$ cat config.mk
export PLATFORM = sky130hd
export DESIGN_NAME = servo_u2duty_wrapper
export DESIGN_NICKNAME = d
export VERILOG_FILES = /design/src/rtl/servo_u2duty_pkg.sv /design/src/rtl/servo_u2duty_ch.sv /design/src/rtl/servo_u2duty_wrapper.sv
export SDC_FILE = /design/constraint.sdc
export NUM_CORES = 2
export LEC_CHECK = 0
export ABC_CLOCK_PERIOD_IN_PS = 9600
export BUFFER_PORTS_ARGS = -buffer_cell sky130_fd_sc_hd__buf_2
export CORE_ASPECT_RATIO = 1.1
export CORE_MARGIN = 3
export CORE_UTILIZATION = 41
export CTS_CLUSTER_DIAMETER = 60
export DETAILED_ROUTE_END_ITERATION = 10
export PLACE_DENSITY_LB_ADDON = 0.15
export SYNTH_ARGS = -nofsm -noshare
export SYNTH_HDL_FRONTEND = slang
export SYNTH_SLANG_ARGS = --single-unit
$ cat constraint.sdc
create_clock -name clk -period 9.6 [get_ports clk]
set_clock_uncertainty 0.2 [all_clocks]
set_input_delay 0.96 -clock clk [delete_from_list [all_inputs] [get_ports clk]]
set_output_delay 0.96 -clock clk [all_outputs]
set_load 0.01 [all_outputs]
$ cat src/rtl/servo_u2duty_pkg.sv
// ----------------------------------------------------------------------------
// servo_u2duty_pkg
//
// Shared definitions for the control-effort to PWM-duty converter.
//
// Contents:
//   DUTY_WIDTH_DEFAULT : default width of a signed Q1.15 effort word
//   NUM_CH             : number of independent channels in the wrapper
//   effort_t           : signed Q1.15 effort word (two's complement)
//   duty_t             : unsigned duty count / half-period word
//                        (one bit narrower than the effort)
// ----------------------------------------------------------------------------
package servo_u2duty_pkg;

   localparam int DUTY_WIDTH_DEFAULT = 16;
   localparam int NUM_CH             = 4;

   typedef logic [DUTY_WIDTH_DEFAULT-1:0] effort_t;
   typedef logic [DUTY_WIDTH_DEFAULT-2:0] duty_t;

endpackage : servo_u2duty_pkg

$ cat src/rtl/servo_u2duty_ch.sv
// ----------------------------------------------------------------------------
// servo_u2duty_ch
//
// One channel of the effort-to-duty converter. Splits a signed Q1.15 effort
// into sign and magnitude, scales the magnitude by the PWM half-period and
// drops the Q1.15 fraction bits to obtain an unsigned duty count.
//
//   duty      = floor(|u| * half_period / 2^(DUTY_WIDTH-1))
//   direction = sign of u
//
// Two-stage pipeline, one sample per clock:
//   stage 1 : sign / magnitude of u, half_period captured with its sample
//   stage 2 : multiply, shift, clamp to half_period, register outputs
//
// Ports:
//   clk          in   system clock, rising edge
//   reset        in   synchronous, active-high; clears every register
//   half_period  in   [DUTY_WIDTH-2:0] PWM half-period (full-scale duty)
//   u            in   [DUTY_WIDTH-1:0] signed Q1.15 effort
//   duty         out  [DUTY_WIDTH-2:0] duty count, valid 2 clocks after u
//   direction    out  1 when the matching u sample was negative
// ----------------------------------------------------------------------------
module servo_u2duty_ch
   import servo_u2duty_pkg::*;
#(
   parameter int DUTY_WIDTH = DUTY_WIDTH_DEFAULT
) (
   input  logic                  clk,
   input  logic                  reset,
   input  logic [DUTY_WIDTH-2:0] half_period,
   input  logic [DUTY_WIDTH-1:0] u,
   output logic [DUTY_WIDTH-2:0] duty,
   output logic                  direction
);

   localparam int W  = DUTY_WIDTH;
   localparam int PW = 2 * W - 1;   // |u| (W bits) times half_period (W-1 bits)

   // -------------------------------------------------------------------------
   // Stage 1 combinational: sign and magnitude.
   // The magnitude is kept W bits wide so that the most negative effort
   // (e.g. 0x8000) maps to 2^(W-1) instead of wrapping back to itself as a
   // negative number.
   // -------------------------------------------------------------------------
   logic         u_neg;
   logic [W-1:0] u_mag;

   assign u_neg = u[W-1];
   assign u_mag = u_neg ? (-u) : u;

   // -------------------------------------------------------------------------
   // Stage 1 registers
   // -------------------------------------------------------------------------
   logic         sign_s1;
   logic [W-1:0] mag_s1;
   logic [W-2:0] hp_s1;

   // NOTE: sequential state uses non-blocking assignments so every register
   // samples the pre-edge value of its inputs, regardless of block order.
   // NOTE: the data registers are reset too (not only a valid flag), so no
   // sample that was in flight when reset arrived can surface after release.
   always_ff @(posedge clk) begin
      if (reset) begin
         sign_s1 <= 1'b0;
         mag_s1  <= '0;
         hp_s1   <= '0;
      end else begin
         sign_s1 <= u_neg;
         mag_s1  <= u_mag;
         hp_s1   <= half_period;   // travels with its own effort sample
      end
   end

   // -------------------------------------------------------------------------
   // Stage 2 combinational: scale, drop the fraction, clamp.
   // -------------------------------------------------------------------------
   logic [PW-1:0] prod;
   logic          over;
   logic [W-2:0]  duty_next;

   assign prod = PW'(mag_s1) * PW'(hp_s1);

   // The shifted result exceeds hp exactly when prod >= (hp + 1) * 2^(W-1),
   // i.e. when prod is above {hp, all-ones fraction}. Comparing the full
   // product avoids building a separate wide shifted value. With |u| capped
   // at 2^(W-1) this never fires; it guards the output range by construction.
   assign over = prod > {1'b0, hp_s1, {(W-1){1'b1}}};

   // Truncation toward zero: the low W-1 product bits are the Q1.15 fraction.
   assign duty_next = over ? hp_s1 : prod[PW-2:W-1];

   // -------------------------------------------------------------------------
   // Stage 2 registers (outputs)
   // -------------------------------------------------------------------------
   always_ff @(posedge clk) begin
      if (reset) begin
         duty      <= '0;
         direction <= 1'b0;
      end else begin
         duty      <= duty_next;
         direction <= sign_s1;
      end
   end

endmodule : servo_u2duty_ch

$ cat src/rtl/servo_u2duty_wrapper.sv
// ----------------------------------------------------------------------------
// servo_u2duty_wrapper
//
// Four-channel converter from signed Q1.15 control efforts to unsigned PWM
// duty counts plus direction bits for a center-aligned PWM / H-bridge stage.
// All channels share one half_period, which is fanned out to every channel
// and therefore affects all of them from the same cycle. Each channel is an
// independent two-stage pipeline: results appear exactly two clocks after
// the inputs are sampled, one result per channel per clock, no handshake.
//
// Ports:
//   clk          in   system clock, rising edge
//   reset        in   synchronous, active-high; clears all pipeline state
//   half_period  in   [DUTY_WIDTH-2:0] PWM half-period (full-scale duty)
//   u0..u3       in   [DUTY_WIDTH-1:0] channel efforts, signed Q1.15
//   duty0..duty3 out  [DUTY_WIDTH-2:0] channel duty counts
//   direction    out  [3:0] bit i set when channel i effort was negative
// ----------------------------------------------------------------------------
module servo_u2duty_wrapper
   import servo_u2duty_pkg::*;
#(
   parameter int DUTY_WIDTH = DUTY_WIDTH_DEFAULT
) (
   input  logic                  clk,
   input  logic                  reset,
   input  logic [DUTY_WIDTH-2:0] half_period,
   input  logic [DUTY_WIDTH-1:0] u0,
   input  logic [DUTY_WIDTH-1:0] u1,
   input  logic [DUTY_WIDTH-1:0] u2,
   input  logic [DUTY_WIDTH-1:0] u3,
   output logic [DUTY_WIDTH-2:0] duty0,
   output logic [DUTY_WIDTH-2:0] duty1,
   output logic [DUTY_WIDTH-2:0] duty2,
   output logic [DUTY_WIDTH-2:0] duty3,
   output logic [NUM_CH-1:0]     direction
);

   // Channel-indexed views of the flat ports so the channels can be
   // generated in a loop.
   logic [NUM_CH-1:0][DUTY_WIDTH-1:0] u_vec;
   logic [NUM_CH-1:0][DUTY_WIDTH-2:0] duty_vec;
   logic [NUM_CH-1:0]                 dir_vec;

   assign u_vec = {u3, u2, u1, u0};

   for (genvar ch = 0; ch < NUM_CH; ch++) begin : g_ch
      servo_u2duty_ch #(
         .DUTY_WIDTH (DUTY_WIDTH)
      ) u_ch (
         .clk         (clk),
         .reset       (reset),
         .half_period (half_period),
         .u           (u_vec[ch]),
         .duty        (duty_vec[ch]),
         .direction   (dir_vec[ch])
      );
   end

   assign duty0     = duty_vec[0];
   assign duty1     = duty_vec[1];
   assign duty2     = duty_vec[2];
   assign duty3     = duty_vec[3];
   assign direction = dir_vec;

endmodule : servo_u2duty_wrapper

==> summary.txt <==
Outcome
  – Run status: finished clean

Power
  – Leak: 21.83 nW
  – Combinational power share: 68.3%
  – VDD IR-drop max: 0.1525 mV
  – Power share of the clock group: 14.4%
  – Cell Int Power: 2.490 mW
  – Flop pwr share: 17.3%
  – Psw: 2.567 mW
  – Switching Share: 50.75%
  – PD cells: 120.8 mW/mm^2

Floorplan
  – Die Wd: 299.8 um
  – Core area: 0.09340 sq mm
  – Die Span Y: 329.2 um
  – Starting density of the core: 41.68%
  – Number of I/O pins: 145
  – DIE AREA: 0.09869 sq mm
  – Row cnt: 117

Logic synthesis
  – Syn nets: 5,681
  – Top-count cell post-synth: inv_1
  – Synth area leaders: fa_1, ha_1, and2_1
  – Synth area leader: fa_1
  – Most instantiated cells after synthesis: inv_1, fa_1, and2_1
  – Avg Cell Area, Syn: 8.776 sq um
  – Yosys top cell area share: 37.02%
  – Number of synthesized register bits: 147
  – Post-Syn Area: 0.03893 sq mm
  – Post-synth top flop: dfxtp_1
  – Distinct cells, synth: 79
  – Sequential element share of the synthesized area: 7.559%
  – Syn Inst Count: 4,436
  – Warnings, synthesis: 0
  – Post-synth ARST share: 0%
  – Post-synth EDFFs: 0

Timing
  – Slew Limit Fails: 0
  – Setup violators final: 0
  – Post-route clock period utilization: 94.49%
  – TNS Setup: 0 ns
  – Maximum clock frequency: 0.1102 GHz
  – Measured slew at the worst slew-check pin: 0.8968 ns
  – Min Tclk post-route: 9.071 ns
  – RSZ-0062 raised after global routing: no
  – Slew Limit Headroom: 40.21%
  – Smallest hold slack: 0.2394 ns
  – Final hold violation count: 0

GRT
  – GRT Max-Usage Layer: met2
  – Vias in the first global route: 31,300
  – Total track usage: 23.57%
  – M3 GR Usage: 2.636%
  – First-pass GRT wire length: 179,400 um
  – Initial antenna violation count: 6
  – GR Util met2: 42.27%
  – Global route overflow: 0
  – Met1 usage: 29.95%
  – Largest net degree at the start of global routing: 96

Placed design
  – Dpl cells: 5,709
  – Routability cong.: 0.8706
  – I/O Buffers: 144
  – HPWL after DPL: 89,450 um

Setup path
  – WP buf/inv: 8
  – FF-to-FF path depth: 34
  – Crit-path max FO: 22
  – Worst EP arrival: 9.22 ns
  – Critical path endpoint category: flop
  – CP max stage cell: fa_1
  – Largest delay contributor family on the critical path: adder cells
  – CP Class: reg -> reg
  – Worst path depth: 34
  – Startpoint Class: flop
  – Req. time, crit path: 9.75 ns
  – Max incr delay on CP: 0.55 ns

Layout
  – Fillers: 9,479
  – Post-Layout Cell Count: 5,748
  – Area delta synth->final: 7.495%
  – Final nets: 5,726
  – Layout cell share with drive strength beyond 1: 7.321%

Clock tree
  – Clock Tree Buf Depth: 2
  – CTS tree: built
  – Hold buffers post-CTS: 0
  – Clk_lat worst skew: 0.50 ns
  – Htree depth: 4
  – Clock Pin Slew Worst Setup and Hold Paths: 0.08 ns
  – Root Driver: clkbuf_16
  – Clock buffer count from CTS: 17
  – Clock Sinks: 147

Detailed routing
  – TritonRoute pass-1 iters: 5
  – Final antenna-violating net count: 0
  – Avg Vias per Cell: 5.057
  – Post-Route WL: 111,500 um
  – Drt wl/cell: 19.39 um
  – Post-route DRC: 0
  – Via count: 29,070
  – 1st-iter DRT viols: 1,283

Min path
  – Worst Hold Depth: 1
  – Hold Path Class: reg -> reg

Flow run
  – Total of max-cap violations: 0
==> kinds of logic (layout without fill, tap and decap cells) <==
group           after synthesis  count (layout)  synth area share, %
flops                       147             147                7.559
xor+xnor                    144             144                3.240
compound gates              371             371                6.537
simple gates               1438            1438                18.80
mux                          64              64                1.665
other cells                   0               5                    0
fa+ha+maj                  1164            1164                51.29
buf+inv                    1108            1166                10.90
==> state kept, by name, summed over array words and instances (netlist names) <==
name	count
g_ch.u_ch.duty	60
g_ch.u_ch.mag_s1	64
g_ch.u_ch.direction	4
g_ch.u_ch.hp_s1	15
g_ch.u_ch.sign_s1	4
==> final timing paths <==
| kind | to | start | slack, ns |
|---|---|---|---|
| setup / recovery | g_ch[3].u_ch.duty[12]$_SDFF_PP0_ | g_ch[3].u_ch.hp_s1[0]$_SDFF_PP0_ | 0.53 |
| hold reg to reg | g_ch[1].u_ch.direction$_SDFF_PP0_ | g_ch[1].u_ch.sign_s1$_SDFF_PP0_ | 0.24 |
| hold / removal | g_ch[1].u_ch.direction$_SDFF_PP0_ | g_ch[1].u_ch.sign_s1$_SDFF_PP0_ | 0.24 |
| setup reg to reg | g_ch[3].u_ch.duty[12]$_SDFF_PP0_ | g_ch[3].u_ch.hp_s1[0]$_SDFF_PP0_ | 0.53 |
==> layout make-up <==
| class | instances | area (sq um) | area share [%] |
|---|---|---|---|
| antenna | 5 | 12.51 | 0.02990 |
| clock buffer | 18 | 429.2 | 1.026 |
| clock inverter | 14 | 143.9 | 0.3438 |
| inverter | 899 | 3374 | 8.064 |
| multi-input combinational | 3181 | 31800 | 75.98 |
| sequential | 147 | 2978 | 7.116 |
| tap | 1249 | 1563 | 3.734 |
| timing repair buffer | 235 | 1551 | 3.707 |
==> worst reg2reg max path: cells and delay by family (launching register included) <==
family	cells	cell delay, ns
mux	1	0.21
flops	1	0.46
fa+ha+maj	8	3.73
xor+xnor	1	0.12
compound gates	9	2.07
simple gates	7	1.28
buf+inv	8	0.88
==> power by group through the flow <==
stage,sequential (mW),combinational [mW],clock [mW]
after floorplan,0.792,2.52,0
after global placement,0.900,3.44,0
after detailed placement,0.897,3.44,0
after CTS,0.883,3.47,0.751
after global routing,0.889,3.96,0.768
final,0.876,3.45,0.728
==> metal layers <==
metal,up-vias,part of all wire (%)
met3,103,3.2
li1,13610,-
met2,478,51
met4,0,2.8
met1,14880,43
met5,-,0
==> stage by stage <==
step | worst slack (ns) | utilization, % | instance area (sq um) | power, mW
after floorplan | 1.026 | - | 38930 | 3.308
after global placement | 0.1975 | 44.11 | 41190 | 4.339
after detailed placement | 0.2571 | 44.11 | 41190 | 4.338
after CTS | 0.1596 | 44.72 | 41770 | 5.106
after global routing | 0.02517 | 44.81 | 41850 | 5.617
final | 0.5286 | 44.81 | 41850 | 5.057
==> timing repair <==
| item | 4_1_cts | 5_1_grt |
|---|---|---|
| setup buffers | 0 | 2 |
| endpoints found under the setup margin | 0 | 30 |
| gates resized for setup | 0 | 16 |
==> layout by cell type, fill, tap and decap left out, types with 34 or more instances in the layout <==
cell     netlist  layout
a21o_1        47      47
a21oi_1       96      95
and2_1       564     564
buf_2          0     143
buf_4          6      79
dfxtp_1      147     131
fa_1         720     720
ha_1         444     444
inv_1        899     899
mux2i_1       61      60
nand2_1      482     482
nand3_1       34      34
nor2_1       180     180
nor2b_1       35      35
o21ai_0       71      71
xnor2_1       73      73
xor2_1        71      71
(Power assumes the default switching activity.)
